## src/rtl/rv32i_mc_core.sv

```systemverilog
// Multicycle RV32I core: FETCH -> DECODE -> EXECUTE (-> WAIT_DATA for loads), halting on SYSTEM.
// One external memory port with 1-cycle read latency, plus a registered writeback trace port.
module rv32i_mc_core #(
  parameter int unsigned ADDR_WIDTH = 24,
  parameter logic [31:0] RESET_ADDR = 32'h0000_0000
) (
  input  logic        clk,
  input  logic        resetn,
  output logic [31:0] mem_addr,
  output logic        mem_rstrb,
  input  logic [31:0] mem_rdata,
  output logic [31:0] mem_wdata,
  output logic [3:0]  mem_wmask,
  output logic        halt,
  output logic        wb_valid,
  output logic [4:0]  wb_rd,
  output logic [31:0] wb_data
);

  localparam logic [31:0] Nop = 32'h0000_0013;

  localparam logic [6:0] OpLui    = 7'b0110111;
  localparam logic [6:0] OpAuipc  = 7'b0010111;
  localparam logic [6:0] OpJal    = 7'b1101111;
  localparam logic [6:0] OpJalr   = 7'b1100111;
  localparam logic [6:0] OpBranch = 7'b1100011;
  localparam logic [6:0] OpLoad   = 7'b0000011;
  localparam logic [6:0] OpStore  = 7'b0100011;
  localparam logic [6:0] OpImm    = 7'b0010011;
  localparam logic [6:0] OpReg    = 7'b0110011;
  localparam logic [6:0] OpSystem = 7'b1110011;

  typedef enum logic [2:0] {StFetch, StDecode, StExecute, StWaitData, StHalt} state_e;

  state_e                state_q, state_d;
  logic [ADDR_WIDTH-1:0] pc_q, pc_d, pc_plus4;
  logic [31:0]           instr_q, rs1_q, rs2_q;
  logic [31:0]           rf [32];
  logic                  rf_we;
  logic [31:0]           rf_wdata;
  logic                  wb_valid_q;
  logic [4:0]            wb_rd_q;
  logic [31:0]           wb_data_q;

  logic [6:0]  opcode;
  logic [2:0]  funct3;
  logic [4:0]  rd;
  logic [31:0] imm_i, imm_s, imm_b, imm_u, imm_j;
  logic [31:0] pc_ext, ls_addr, br_target, jal_target, jalr_target;

  assign opcode = instr_q[6:0];
  assign funct3 = instr_q[14:12];
  assign rd     = instr_q[11:7];
  assign imm_i  = {{20{instr_q[31]}}, instr_q[31:20]};
  assign imm_s  = {{20{instr_q[31]}}, instr_q[31:25], instr_q[11:7]};
  assign imm_b  = {{20{instr_q[31]}}, instr_q[7], instr_q[30:25], instr_q[11:8], 1'b0};
  assign imm_u  = {instr_q[31:12], 12'b0};
  assign imm_j  = {{12{instr_q[31]}}, instr_q[19:12], instr_q[20], instr_q[30:21], 1'b0};

  assign pc_ext      = 32'(pc_q);
  assign pc_plus4    = pc_q + ADDR_WIDTH'(4);
  assign ls_addr     = rs1_q + ((opcode == OpStore) ? imm_s : imm_i);
  assign br_target   = pc_ext + imm_b;
  assign jal_target  = pc_ext + imm_j;
  assign jalr_target = (rs1_q + imm_i) & ~32'd1;

  // Upper address bits beyond ADDR_WIDTH are intentionally dropped.
  logic unused_hi;
  assign unused_hi = ^{ls_addr, br_target, jal_target, jalr_target};

  // ALU
  logic [31:0] alu_op2, alu_out;
  logic [4:0]  shamt;
  always_comb begin
    alu_op2 = (opcode == OpReg) ? rs2_q : imm_i;
    shamt   = (opcode == OpReg) ? rs2_q[4:0] : instr_q[24:20];
    alu_out = 32'd0;
    case (funct3)
      3'b000:  alu_out = (opcode == OpReg && instr_q[30]) ? rs1_q - alu_op2 : rs1_q + alu_op2;
      3'b001:  alu_out = rs1_q << shamt;
      3'b010:  alu_out = {31'd0, $signed(rs1_q) < $signed(alu_op2)};
      3'b011:  alu_out = {31'd0, rs1_q < alu_op2};
      3'b100:  alu_out = rs1_q ^ alu_op2;
      3'b101:  alu_out = instr_q[30] ? 32'($signed(rs1_q) >>> shamt) : rs1_q >> shamt;
      3'b110:  alu_out = rs1_q | alu_op2;
      default: alu_out = rs1_q & alu_op2;
    endcase
  end

  logic br_taken;
  always_comb begin
    br_taken = 1'b0;
    case (funct3)
      3'b000:  br_taken = (rs1_q == rs2_q);
      3'b001:  br_taken = (rs1_q != rs2_q);
      3'b100:  br_taken = ($signed(rs1_q) < $signed(rs2_q));
      3'b101:  br_taken = ($signed(rs1_q) >= $signed(rs2_q));
      3'b110:  br_taken = (rs1_q < rs2_q);
      3'b111:  br_taken = (rs1_q >= rs2_q);
      default: br_taken = 1'b0;
    endcase
  end

  // Load extraction and store lane steering
  logic [7:0]  ld_byte;
  logic [15:0] ld_half;
  logic [31:0] ld_data;
  logic [3:0]  st_mask;
  always_comb begin
    case (ls_addr[1:0])
      2'b00:   ld_byte = mem_rdata[7:0];
      2'b01:   ld_byte = mem_rdata[15:8];
      2'b10:   ld_byte = mem_rdata[23:16];
      default: ld_byte = mem_rdata[31:24];
    endcase
    ld_half = ls_addr[1] ? mem_rdata[31:16] : mem_rdata[15:0];
    case (funct3)
      3'b000:  ld_data = {{24{ld_byte[7]}}, ld_byte};
      3'b001:  ld_data = {{16{ld_half[15]}}, ld_half};
      3'b100:  ld_data = {24'd0, ld_byte};
      3'b101:  ld_data = {16'd0, ld_half};
      default: ld_data = mem_rdata;
    endcase
    case (funct3[1:0])
      2'b00: begin
        st_mask   = 4'b0001 << ls_addr[1:0];
        mem_wdata = {4{rs2_q[7:0]}};
      end
      2'b01: begin
        st_mask   = 4'b0011 << {ls_addr[1], 1'b0};
        mem_wdata = {2{rs2_q[15:0]}};
      end
      default: begin
        st_mask   = 4'b1111;
        mem_wdata = rs2_q;
      end
    endcase
  end

  always_comb begin
    state_d   = state_q;
    pc_d      = pc_q;
    mem_addr  = pc_ext;
    mem_rstrb = 1'b0;
    mem_wmask = 4'b0000;
    rf_we     = 1'b0;
    rf_wdata  = 32'd0;
    unique case (state_q)
      StFetch: begin
        mem_rstrb = 1'b1;
        state_d   = StDecode;
      end
      StDecode: state_d = StExecute;
      StExecute: begin
        state_d = StFetch;
        pc_d    = pc_plus4;
        case (opcode)
          OpImm, OpReg: begin
            rf_we    = 1'b1;
            rf_wdata = alu_out;
          end
          OpLui: begin
            rf_we    = 1'b1;
            rf_wdata = imm_u;
          end
          OpAuipc: begin
            rf_we    = 1'b1;
            rf_wdata = pc_ext + imm_u;
          end
          OpJal: begin
            rf_we    = 1'b1;
            rf_wdata = 32'(pc_plus4);
            pc_d     = jal_target[ADDR_WIDTH-1:0];
          end
          OpJalr: begin
            rf_we    = 1'b1;
            rf_wdata = 32'(pc_plus4);
            pc_d     = jalr_target[ADDR_WIDTH-1:0];
          end
          OpBranch: if (br_taken) pc_d = br_target[ADDR_WIDTH-1:0];
          OpStore: begin
            mem_addr  = 32'(ls_addr[ADDR_WIDTH-1:0]);
            mem_wmask = st_mask;
          end
          OpLoad: begin
            mem_addr  = 32'(ls_addr[ADDR_WIDTH-1:0]);
            mem_rstrb = 1'b1;
            pc_d      = pc_q;
            state_d   = StWaitData;
          end
          OpSystem: begin
            pc_d    = pc_q;
            state_d = StHalt;
          end
          default: ;
        endcase
      end
      StWaitData: begin
        rf_we    = 1'b1;
        rf_wdata = ld_data;
        pc_d     = pc_plus4;
        state_d  = StFetch;
      end
      StHalt: state_d = StHalt;
      default: state_d = StFetch;
    endcase
  end

  always_ff @(posedge clk or negedge resetn) begin
    if (!resetn) begin
      state_q    <= StFetch;
      pc_q       <= RESET_ADDR[ADDR_WIDTH-1:0];
      instr_q    <= Nop;
      rs1_q      <= 32'd0;
      rs2_q      <= 32'd0;
      wb_valid_q <= 1'b0;
      wb_rd_q    <= 5'd0;
      wb_data_q  <= 32'd0;
    end else begin
      state_q    <= state_d;
      pc_q       <= pc_d;
      wb_valid_q <= rf_we && (rd != 5'd0);
      if (state_q == StDecode) begin
        instr_q <= mem_rdata;
        rs1_q   <= (mem_rdata[19:15] == 5'd0) ? 32'd0 : rf[mem_rdata[19:15]];
        rs2_q   <= (mem_rdata[24:20] == 5'd0) ? 32'd0 : rf[mem_rdata[24:20]];
      end
      if (rf_we && rd != 5'd0) begin
        wb_rd_q   <= rd;
        wb_data_q <= rf_wdata;
      end
    end
  end

  // Register file deliberately has no reset.
  always_ff @(posedge clk) begin
    if (rf_we && rd != 5'd0) rf[rd] <= rf_wdata;
  end

  assign halt     = (state_q == StHalt);
  assign wb_valid = wb_valid_q;
  assign wb_rd    = wb_rd_q;
  assign wb_data  = wb_data_q;

endmodule

```

## config.mk

```make
export PLATFORM = sky130hd
export DESIGN_NAME = rv32i_mc_core
export DESIGN_NICKNAME = d
export VERILOG_FILES = /design/src/rtl/rv32i_mc_core.sv
export SDC_FILE = /design/constraint.sdc
export NUM_CORES = 2
export LEC_CHECK = 0
export BUFFER_PORTS_ARGS = -buffer_cell sky130_fd_sc_hd__buf_2
export CELL_PAD_IN_SITES_DETAIL_PLACEMENT = 1
export CELL_PAD_IN_SITES_GLOBAL_PLACEMENT = 1
export CORE_ASPECT_RATIO = 2
export CORE_UTILIZATION = 39
export CTS_BUF_LIST = sky130_fd_sc_hd__clkbuf_2 sky130_fd_sc_hd__clkbuf_4 sky130_fd_sc_hd__clkbuf_8
export CTS_CLUSTER_DIAMETER = 60
export DETAILED_ROUTE_END_ITERATION = 10
export GPL_TIMING_DRIVEN = 0
export PLACE_DENSITY_LB_ADDON = 0.25
export SLEW_MARGIN = 15
export SYNTH_ARGS = -nofsm -noshare
export SYNTH_HDL_FRONTEND = slang
export SYNTH_SLANG_ARGS = --single-unit
```

## constraint.sdc

```tcl
create_clock -name clk -period 9 [get_ports clk]
set_clock_uncertainty 0.15 [all_clocks]
set_input_delay 0.45 -clock clk [delete_from_list [all_inputs] [get_ports clk]]
set_output_delay 0.45 -clock clk [all_outputs]
set_load 0.02 [all_outputs]
```

# Word-level counts from Yosys, hierarchy flattened

Memory sizes are Yosys's and may differ from the RTL's.
Cells that the tools add are included.

Add/subtract/negate cells: 8
$lt $le $gt $ge: 6
Eq/ne operators: 27
Reductions and logical operators: 16
Div/mod/pow operators: 0
$mul: 0
Shift operators: 5
Muxes and demuxes: 31
Bitwise operators: 3

Operators with widths:

| cell                 | count |
|---|---|
| $pmux W32 S4         | 2 |
| $pmux W32 S7         | 1 |
| $mux W32             | 5 |
| $lt A32 B32 Y1       | 4 |
| $pmux W32 S2         | 2 |
| $pmux W24 S4         | 1 |
| $mux W24             | 3 |
| $ge A32 B32 Y1       | 2 |
| $add A24 B24 Y24     | 2 |
| $pmux W24 S2         | 1 |
| $add A24 B32 Y32     | 1 |
| $add A32 B32 Y32     | 1 |
| $and A32 B32 Y32     | 1 |
| $eq A32 B32 Y1       | 1 |
| $ne A32 B32 Y1       | 1 |
| $or A32 B32 Y32      | 1 |
| $shl A32 B5 Y32      | 1 |
| $shr A32 B5 Y32      | 1 |
| $sshr A32 B5 Y32     | 1 |
| $sub A32 B32 Y32     | 1 |
| $xor A32 B32 Y32     | 1 |
| $eq A7 B7 Y1 const B | 4 |
| $add A24 B13 Y24     | 1 |
| $add A24 B21 Y24     | 1 |
| 31 further kinds     | 56 |

Bits in read-only memories: 0
Logic and storage cells: 105
Output and inout port bits: 108
Flip-flop bits (word level): 161
Memories: 1
Bits in writable memories: 1024
Latch bits: 0

Memories:

| memory | depth | width | rd ports | clocked after memory_dff | wr ports | line | RTL |
|---|---|---|---|---|---|---|---|
| rf     | 32    | 32    | 2        | 0                        | 1        | 38   | `logic [31:0] rf [32];` |

# Longest topological paths before layout

Depth in word-level cells: 7
Mapped depth: 22

# Least setup slack after synthesis

No wires, ideal clock.

Path kind: reg2reg
From: register instr_q[1]
To: memory rf[0][27] (data pin)
Stages on the path, launching flop included: 21
Setup slack: 2.547 ns
Data required time: 8.383 ns
Path buffers: 5
Arrival: 5.835 ns
Path through: dfstp_2 -> and4bb_1 -> buf_4 -> nand4_1 -> and2_4 -> inv_2 -> buf_2 -> buf_2 -> buf_2 -> ha_1 -> clkbuf_1 -> or3b_2 -> a2111oi_0 -> o31a_1 -> o21a_1 -> o21ai_0 -> and2_1 -> o31ai_1 -> mux2i_1 -> xnor2_1 -> o31ai_1

Longest elaborated chain between the ends: 7
Elaborated cells on any way between the ends: 33
Classes of those cells: 3 x add/sub; 9 x eq/ne; 3 x shift; 11 x mux; 3 x bitwise; 4 x reduce/logical

Ends and longest elaborated chain:

| item                                               | line     | RTL |
|---|---|---|
| from (decl)                                        | 37       | `logic [31:0] instr_q, rs1_q, rs2_q;` |
| from (signal assigned)                             | 213      | `instr_q <= Nop;` |
| from (signal assigned)                             | 224      | `instr_q <= mem_rdata;` |
| $eq A7 B6 Y1 (on tied branches)                    | -        |  |
| $mux W32 (tied with other cells)                   | 75       | `alu_op2 = (opcode == OpReg) ? rs2_q : imm_i;` |
| $add A32 B32 Y32 (tied with other cells)           | 79       | `3'b000: alu_out = (opcode == OpReg && instr_q[30]) ? rs1_q - alu_op2 : rs1_q + alu_op2;` |
| $mux W32 (tied with other cells)                   | 79       |  |
| $pmux W32 S7 / $pmux W8 S3 (equally long branches) | 78, 110  |  |
| $pmux W32 S4 (on tied branches)                    | 157, 117 |  |
| $pmux W32 S2 (*)                                   | 148      | `unique case (state_q)` |
| net rf_wdata[27]                                   | 40       | `logic [31:0] rf_wdata;` |
| to (decl)                                          | 38       |  |

The timed path passes the listed nets; every way through them passes the cells marked *.

# Worst setup path in the final report

From: register instr_q[5]
To: memory rf[16][0] (data pin)

The elaborated chain is that of the path after synthesis.

==> results.cfg <==
[run_status]
outcome = finished, violations left
violations = hold timing, setup timing

[pwr]
cellLeakagePower_nw = 29.49
power_switching_mw = 16.79
ir_worst_vdd_v = 0.0002430
p_comb_share_pct = 58.1
p_seq_share_pct = 25.8
power_frac_clock_pct = 16.1
power_density_mw_per_mm2 = 369.1
switching_share_pct = 55.12
p_int_mw = 13.67

[sta]
slew_violations = 0
setup_slack_ns = -0.1210
setup_violations = 24
fin_setup_tns_ns = -2.375
finalHoldViolations = 1
relSlewSlack_pct = 2.969
finalCritPeriodShare_pct = 101.3
whs_ns = -0.0001562
max_freq_ghz = 0.1096
finalCriticalPeriod_ns = 9.121
max_slew.worst_pin.slew_ns = 1.437
rsz0062_at_grt = false

[clock_network]
cts_tree = yes
path_clk_slew_ns = 0.08
clock-sinks = 1184
numCtsBuffers = 179
clockRootBuffer = clkbuf_8
clockBufferDepth = 4
clk_latency_ns = 1.02
cts-htree-levels = 4
post_cts_buffers = 0

[place]
hpwl_um = 366500
gp_congestion = 1.102
io_buffers = 128

[yosys]
synthCells = 5991
synth_edf_count = 1024
postSynthAreaPerCell_um2 = 11.96
synth_mux_area_share_pct = 19.04
syn-cell-area_mm2 = 0.07165
synth_warnings = 0
ys_seq_elements = 1184
synth_simple_gate_area_share_pct = 7.198
async_reset_ff_share_pct = 13.51
synthXorXnorAreaFrac_pct = 1.650
yosysSeqAreaShare_pct = 48.51
synth_fa_ha_area_share_pct = 3.625
synth-compound-area-share_pct = 16.32
synth_ff_type = edfxtp_1
synth_top_family_by_area = multiplexers
ys_types = 97

[global_route]
grt-ovfl-total = 0
track_usage_pct = 51.32
antenna_found_initial = 51
grt_pass1_vias = 68750
grt_max_degree = 86
grt_first_pass_wirelength_um = 633800

[route]
drtIter0Drc = 8896
totalWireLength_um = 477100
vias = 66910
viasPerCell = 7.418
ant_nets = 0
dr.pass1.iters = 6
drc = 0
avgRoutedWirePerCell_um = 52.89

[worst_setup_path]
cp-start-kind = flop
end_kind = flop
slowest_stage = nor4_2
reg2reg_from = instr_q[5]
cpPeakStageDelay_ns = 0.85
cp_cell_sequence = buf_1, nand3_1, buf_2, clkdlybuf4s15_1, clkbuf_1, o21ai_1, inv_1, ha_1, clkbuf_1, inv_1, nand3_1, a2111oi_1, a31oi_4, a21boi_0, nor4_2, nor3_1, a211oi_1, o21ai_0, a22oi_2, buf_6
worstPathArrival_ns = 9.75
critPathLaunch = instr_q[5]
crit_fanout = 24
worstSetupPathType = reg2reg
required_ns = 9.63

[layout]
layout.nets = 6717
synthToLayoutAreaGrowth_pct = 15.20
drive_above_1_share_pct = 19.37

[floorplan]
initial_utilization_pct = 39.20
die_w_um = 305.1
die_h_um = 608.2
io_pins = 142
core-area_mm2 = 0.1828
die_area_mm2 = 0.1855
row_count = 222

[hold_path]
worstHoldPathType = in2async

[job]
maxCapViolations = 0
[power groups by stage]
stage / logic, mW / clock network [mW] / registers (mW)
final: 17.7 / 4.90 / 7.85
after global routing: 17.8 / 4.99 / 7.78
after CTS: 16.7 / 4.84 / 7.73
after detailed placement: 16.6 / 0 / 7.85
after global placement: 15.9 / 0 / 8.00
after floorplan: 8.25 / 0 / 7.21
[cell usage after synthesis, types with 13 or more instances]
master / instances / area share (%)
o211ai_1: 38 / 0.40
a21o_1: 85 / 0.89
buf_2: 23 / 0.16
xnor2_1: 90 / 1.1
and3_1: 17 / 0.15
o21ai_0: 374 / 2.6
a2111oi_0: 21 / 0.26
nand4_1: 35 / 0.31
nor2_1: 270 / 1.4
or2_2: 13 / 0.11
buf_1: 77 / 0.40
a31oi_1: 42 / 0.37
buf_4: 19 / 0.20
nand2b_1: 31 / 0.27
mux2_2: 36 / 0.57
a21oi_1: 485 / 3.4
nor2b_1: 17 / 0.15
o22ai_1: 111 / 0.97
a311oi_1: 28 / 0.34
o21a_1: 24 / 0.25
a211oi_1: 69 / 0.72
and2_1: 19 / 0.17
edfxtp_1: 1024 / 43
mux2i_1: 477 / 6.7
clkbuf_1: 357 / 1.9
nand3_1: 73 / 0.51
a21boi_0: 13 / 0.14
a221oi_1: 24 / 0.29
dfrtp_1: 157 / 5.5
o21bai_1: 35 / 0.37
inv_1: 173 / 0.91
o31ai_1: 45 / 0.47
nor3_1: 128 / 0.89
ha_1: 198 / 3.5
a22oi_1: 18 / 0.19
or3_1: 25 / 0.22
nand2_1: 431 / 2.3
o221ai_1: 219 / 2.7
mux4_2: 375 / 12
xor2_1: 45 / 0.55
nor4_1: 23 / 0.20
[layout make-up]
type | count | area [µm²]
clock inverters | 91 | 785.8
plain buffers | 480 | 2081
fillers | 19260 | 100200
clock buffers | 230 | 2903
repair buffers | 268 | 3055
inverters | 184 | 690.7
multi-input cells | 4182 | 35190
well taps | 2352 | 2943
diodes | 49 | 122.6
flip-flops and latches | 1184 | 34770
[worst max-delay path, delay by kind of cell (launching register included)]
kind / cells / cell delay, ns
buffers and inverters: 8 / 3.25
AOI/OAI and AO/OA: 7 / 3.09
adders and majority gates: 1 / 0.31
DFF: 1 / 0.48
and+or+nand+nor: 4 / 1.59
[worst paths after layout]
check / cells after the start / slack [ns] / endpoint
max: 20 / -0.12 / rf[16][0]
min: 3 / -0.0002 / wb_data[25]
max reg2reg: 20 / -0.12 / rf[16][0]
min reg2reg: 2 / 0.34 / instr_q[0]
max in group asynchronous: 3 / 8.12 / rs1_q[19]
min in group clk: 4 / 0.16 / instr_q[1]
[cell families after synthesis]
group                      count (synthesis)
DFF                                     1184
buffers and inverters                    664
muxes                                    889
and+or+nand+nor                         1128
other                                      1
AOI/OAI and AO/OA                       1786
xor gates and xnor gates                 135
adders and majority gates                204
[placed cells by master (no fill, tap or decap), types with 33 or more instances in the layout]
cell	Yosys	routed
edfxtp_1	1024	1024
mux2i_1	477	476
a21oi_1	485	475
nand2_1	431	426
mux4_2	375	375
o21ai_0	374	364
clkbuf_1	357	279
nor2_1	270	229
o221ai_1	219	217
ha_1	198	198
buf_2	23	188
clkbuf_8	0	188
inv_1	173	173
dfrtp_1	157	145
nor3_1	128	125
o22ai_1	111	110
xnor2_1	90	88
clkbuf_2	1	85
a21o_1	85	83
nand3_1	73	73
a211oi_1	69	66
diode_2	0	49
buf_12	0	46
xor2_1	45	45
clkbuf_4	0	42
conb_1	1	40
a31oi_1	42	39
o31ai_1	45	38
o211ai_1	38	38
mux2_2	36	36
buf_1	77	35
nand4_1	35	35
o21bai_1	35	35
clkinv_2	0	35
nor2_4	0	33
[per-stage QoR]
step	setup slack [ns]	area (µm²)	cells	utilization, %	total power, mW
after floorplan	2.547	71800	6030	-	15.46
after global placement	-3.193	75380	8510	41.24	23.91
after detailed placement	-0.5570	78320	8623	42.85	24.49
after CTS	0.01190	82290	8968	45.02	29.31
after global routing	0.05217	82460	8987	45.12	30.58
final	-0.1210	82540	9020	45.16	30.46
[sequential cells by signal, indices dropped and copies added, names as in the netlist]
register,cells
wb_rd,5
wb_data,32
rs2_q,32
instr_q,32
wb_valid,1
rs1_q,32
pc_q,23
rf,1024
state_q,3
[per-layer routing]
| metal | track usage (%) | vias up | wire [µm] |
|---|---|---|---|
| met4 | 61.78 | 16 | 70520 |
| met1 | 47.19 | 33660 | 136800 |
| met2 | 82.25 | 5721 | 224700 |
| met5 | 0.2613 | - | 109 |
| met3 | 16.96 | 2714 | 44940 |
| li1 | - | 24800 | - |
[repair_timing]
action | in CTS | in global routing
hold endpoints to repair | 181 | 0
endpoints found under the setup margin | 374 | 451
pin swaps | 0 | 1
gates resized for setup | 12 | 15
hold buffers | 24 | 0
Note: power is estimated with default switching activity, not from simulation.
